$ cat config.mk
export PLATFORM = sky130hd
export DESIGN_NAME = mem_hex_dumper
export DESIGN_NICKNAME = d
export VERILOG_FILES = /design/src/rtl/mem_hex_dumper.sv
export SDC_FILE = /design/constraint.sdc
export NUM_CORES = 1
export LEC_CHECK = 0
export BUFFER_PORTS_ARGS = -buffer_cell sky130_fd_sc_hd__buf_2
export CAP_MARGIN = 10
export CORE_UTILIZATION = 33
export DETAILED_ROUTE_END_ITERATION = 12
export PLACE_DENSITY = 0.53
export SKIP_LAST_GASP = 1
export SLEW_MARGIN = 20
export SYNTH_ARGS = -nofsm -noshare
export SYNTH_HDL_FRONTEND = slang
export SYNTH_SLANG_ARGS = --single-unit
$ cat constraint.sdc
create_clock -name clk -period 2.6 [get_ports clk]
set_clock_uncertainty 0.2 [all_clocks]
set_input_delay 0.52 -clock clk [delete_from_list [all_inputs] [get_ports clk]]
set_output_delay 0.52 -clock clk [all_outputs]
set_load 0.05 [all_outputs]
$ cat src/rtl/mem_hex_dumper.sv
// Streams a range of RAM words as lowercase ASCII hex lines.
// The output is a hex-loader-compatible text stream, one byte per handshake.
module mem_hex_dumper #(
    parameter int          ADDR_W = 10,
    parameter int          DATA_W = 32,
    parameter logic [7:0]  EOL    = 8'h0A
) (
    input  logic              clk,
    input  logic              reset_n,
    input  logic              start,
    input  logic [ADDR_W-1:0] base_addr,
    input  logic [ADDR_W:0]   word_count,
    output logic              busy,
    output logic              done,
    output logic [ADDR_W-1:0] mem_addr,
    output logic              mem_rd_en,
    input  logic [DATA_W-1:0] mem_rdata,
    output logic [7:0]        tx_data,
    output logic              tx_valid,
    input  logic              tx_ready
);

    localparam int NIB = DATA_W / 4;
    localparam int CW  = $clog2(NIB + 1);
    localparam logic [CW-1:0] LAST = CW'(NIB - 1);

    typedef enum logic [2:0] {
        S_IDLE,
        S_READ,
        S_WAIT,
        S_EMIT,
        S_EOLS,
        S_DONE
    } state_e;

    state_e            state_q, state_d;
    logic [ADDR_W-1:0] addr_q, addr_d;
    logic [ADDR_W:0]   remain_q, remain_d;
    logic [DATA_W-1:0] shift_q, shift_d;
    logic [CW-1:0]     cnt_q, cnt_d;

    function automatic logic [7:0] hex_char(input logic [3:0] n);
        return (n < 4'd10) ? 8'h30 + {4'h0, n} : 8'h57 + {4'h0, n};
    endfunction

    // State and datapath registers; reset abandons any partial line.
    always_ff @(posedge clk or negedge reset_n) begin
        if (!reset_n) begin
            state_q  <= S_IDLE;
            addr_q   <= '0;
            remain_q <= '0;
            shift_q  <= '0;
            cnt_q    <= '0;
        end else begin
            state_q  <= state_d;
            addr_q   <= addr_d;
            remain_q <= remain_d;
            shift_q  <= shift_d;
            cnt_q    <= cnt_d;
        end
    end

    // Next-state logic; the address only moves when a new read is issued.
    always_comb begin
        state_d  = state_q;
        addr_d   = addr_q;
        remain_d = remain_q;
        shift_d  = shift_q;
        cnt_d    = cnt_q;
        unique case (state_q)
            S_IDLE: begin
                if (start) begin
                    remain_d = word_count;
                    if (word_count == '0) begin
                        state_d = S_DONE;
                    end else begin
                        addr_d  = base_addr;
                        state_d = S_READ;
                    end
                end
            end
            S_READ: state_d = S_WAIT;
            S_WAIT: begin
                shift_d = mem_rdata;
                cnt_d   = '0;
                state_d = S_EMIT;
            end
            S_EMIT: begin
                if (tx_ready) begin
                    shift_d = {shift_q[DATA_W-5:0], 4'h0};
                    cnt_d   = cnt_q + 1'b1;
                    if (cnt_q == LAST) state_d = S_EOLS;
                end
            end
            S_EOLS: begin
                if (tx_ready) begin
                    remain_d = remain_q - 1'b1;
                    if (remain_q == (ADDR_W+1)'(1)) begin
                        state_d = S_DONE;
                    end else begin
                        addr_d  = addr_q + 1'b1;
                        state_d = S_READ;
                    end
                end
            end
            S_DONE: state_d = S_IDLE;
            default: state_d = S_IDLE;
        endcase
    end

    // Outputs decode straight from state so reset clears them at once.
    always_comb begin
        busy      = (state_q != S_IDLE);
        done      = (state_q == S_DONE);
        mem_rd_en = (state_q == S_READ);
        mem_addr  = addr_q;
        tx_valid  = (state_q == S_EMIT) || (state_q == S_EOLS);
        tx_data   = 8'h00;
        if (state_q == S_EMIT) tx_data = hex_char(shift_q[DATA_W-1 -: 4]);
        if (state_q == S_EOLS) tx_data = EOL;
    end

endmodule

==> impl_metrics.tcl <==
set metrics [dict create \
    status "complete, no violations" \
    cts_tree "yes" \
    maxSlewViolCount 0 \
    dp_slack_ns 0.3429 \
    max_stage_delay_ns 0.43 \
    worstMarginPinSlew_ns 0.5366 \
    nFillCells 972 \
    rrSetupSlack_ns 0.50 \
    final_cell_mix "buf_2 (75), o22ai_1 (58), dfrtp_1 (58)" \
    crit_fanout 5 \
    area_growth_pct 23.80 \
    finalCritPeriodShare 0.9586 \
    seq_area_frac_synth 0.4422 \
    core.rowCount 36 \
    yosys_warnings 0 \
    hold_viol_final 0 \
    power_mw 4.027 \
    start_kind "flop" \
    drv_cap 0 \
    holdCritPathClass "in -> reg" \
    overflow 0 \
    setup_ws_ns 0.1076 \
    grt_first_pass_wirelength_um 15500 \
    cpMaxStageDelayCell "dfrtp_2" \
    drt-total-wl_um 9652 \
    syn_inst 381 \
    ys_types 52 \
    place_congestion 0.8025 \
    fin_nets 520 \
    final_common_cell "buf_2" \
    rsz0062_at_grt "no" \
    core_um2 9864 \
    grtUsageTotal 0.1907 \
    grt_antenna_before_repair 1 \
    vias 3344 \
    synth_edf_count 0 \
    drtIter0Drc 199 \
    ir_drop_mv 0.4908 \
    drt-vias-per-instance 5.601 \
    cts.htree.levels 3 \
    fmax_mhz 401.2 \
    io_pins 79 \
    min_to "shift_q[3]$_DFFE_PN0P_" \
    cp.required_ns 1.88 \
    postRouteAntennaNets 0 \
    end_kind "output pin" \
    r2r-start "state_q[2]$_DFFE_PN0P_" \
    grt_pass1_vias 3110 \
    path_class "reg -> out" \
    clock-root-buffer "clkbuf_8" \
    area.sequential_um2 1504 \
    worstSkewPairLatency_ns 0.34 \
    finalSetupViolations 0 \
    holdPathStages 2 \
    p_per_area_nw_per_um2 958.0 \
    die_x_um 103.4 \
    die-area_um2 10700 \
    cp_num_buf_inv 3 \
    syn_area_um2 3396 \
    clk_path_buf_depth 2 \
    crit_path_cell_trace "inv_1 > ha_1 > inv_1 > or4_1 > a21oi_1 > buf_4" \
    dp_hpwl_um 6463 \
    cts.sinks 60 \
    initial_core_util 0.3442 \
    portBuffers 77 \
    synth.avg_cell_area_um2 8.913 \
    fin_crit_ns 2.492 \
    rr_worst_depth 5 \
    crit_arrival_ns 1.77 \
    synth_seq_cells 60 \
    syn-num-nets 443 \
    first_pass_iters 4 \
    relSlewSlack 0.6422 \
    path_common_cell "inv_1" \
    synthArstFlopShare 1.000 \
    multi_input_area_um2 1717 \
    route.detailed.drc 0 \
    leakagePower_nw 1.812 \
    ys.flop_type "dfrtp_1" \
    die_y_um 103.4 \
    tns_ns 0 \
    routedWlPerCell_um 16.17 \
    cts_buffers 9 \
    clk_pin_slew_worst_paths_ns 0.07 \
    worstHoldStart "mem_rdata[3]" \
    drive_above_1_share 0.2678 \
    rr_endpoint "state_q[2]$_DFFE_PN0P_" \
    grt_max_degree 42 \
    crit_family "flip-flops" \
]
==> power by group <==
group	internal [mW]	switching, mW
Clock	0.565	0.374
Combinational	0.559	0.954
Sequential	1.25	0.321
==> state kept, by name, indices dropped and copies added (netlist names) <==
signal    count
mem_addr     10
cnt_q         4
state_q       3
remain_q     11
shift_q      32
==> per-stage QoR <==
| stage | hold WS [ns] | std cells | utilization | area, µm² |
|---|---|---|---|---|
| floorplan | 0.02441 | 381 | - | 3403 |
| global placement | 0.2942 | 577 | 0.4006 | 3951 |
| detailed placement | 0.2927 | 577 | 0.4006 | 3951 |
| CTS | 0.2006 | 594 | 0.4242 | 4184 |
| global route | 0.2017 | 596 | 0.4259 | 4202 |
| finish | 0.2138 | 597 | 0.4262 | 4204 |
==> synth_stat cells (all sizes together), types with 2 or more instances <==
master	n	area [µm²]
a21o	3	22.52
a21oi	47	235.2
a22o	7	61.31
a22oi	2	15.01
a2bb2oi	2	17.52
a31o	2	17.52
a31oi	5	31.28
a41oi	5	43.79
and3	5	31.28
buf	15	91.33
clkbuf	16	60.06
dfrtp	60	1501
ha	5	62.56
inv	11	41.29
mux2i	3	30.03
nand2	25	93.84
nand2b	4	25.02
nand3	14	70.07
nand3b	2	27.53
nand4	7	43.79
nor2	18	70.07
nor2b	2	12.51
nor3	10	55.05
nor4	4	31.28
o2111ai	4	35.03
o211ai	3	22.52
o21ai	20	100.1
o22a	5	43.79
o22ai	58	362.9
o2bb2ai	3	26.28
==> worst max-delay path by stage <==
stage	to	cells past startpoint	start	slack, ns
2_1_floorplan	tx_data[3]	5	state_q[2]$_DFFE_PN0P_	0.03
3_3_place_gp	tx_data[2]	6	shift_q[29]$_DFFE_PN0P_	0.38
3_5_place_dp	tx_data[3]	4	state_q[1]$_DFFE_PN0P_	0.34
4_1_cts	tx_data[3]	4	state_q[1]$_DFFE_PN0P_	0.03
5_1_grt	tx_data[2]	6	shift_q[29]$_DFFE_PN0P_	0.01
6_report	tx_data[2]	6	shift_q[29]$_DFFE_PN0P_	0.11
==> cells by family (layout without fill, tap and decap cells) <==
group	count (synthesis)	count (layout)	share of synthesized area
compound gates	170	170	0.3143
xor+xnor	1	1	0.002580
fa+ha+maj	5	5	0.01842
buf+inv	42	124	0.05674
flops	60	60	0.4422
mux	3	3	0.008843
other cells	1	2	0.001104
simple gates	99	99	0.1559
==> layer usage <==
layer	wire length, µm	vias up	share of wire	global-route usage
met2	4443	78	0.46	0.2894
met5	0	-	0	0
met3	507	8	0.053	0.04973
met4	84	0	0.0087	0.05850
li1	-	1632	-	-
met1	4617	1626	0.48	0.2662
==> worst reg2reg max path: cells and delay by family, from the launching register on <==
family                 cells  cell delay [ns]
and+or+nand+nor            1             0.44
DFF                        1             0.39
muxes                      1             0.37
AOI/OAI and AO/OA          2             0.34
buffers and inverters      1             0.24
==> layout make-up <==
type	count	area share
Multi-Input combinational cell	279	0.4083
Sequential cell	60	0.3577
Timing Repair Buffer	97	0.1321
Tap cell	133	0.03958
Clock buffer	12	0.03452
Clock inverter	4	0.01726
Inverter	11	0.009821
Antenna cell	1	0.0005952
==> timing repair <==
action,in CTS,in global routing
hold endpoints to repair,19,0
hold buffers,1,0
setup endpoints to repair,2,2
buffers inserted,0,2
gates resized for setup,2,3
cloned,0,0
Note: power is estimated with default switching activity, not from simulation.
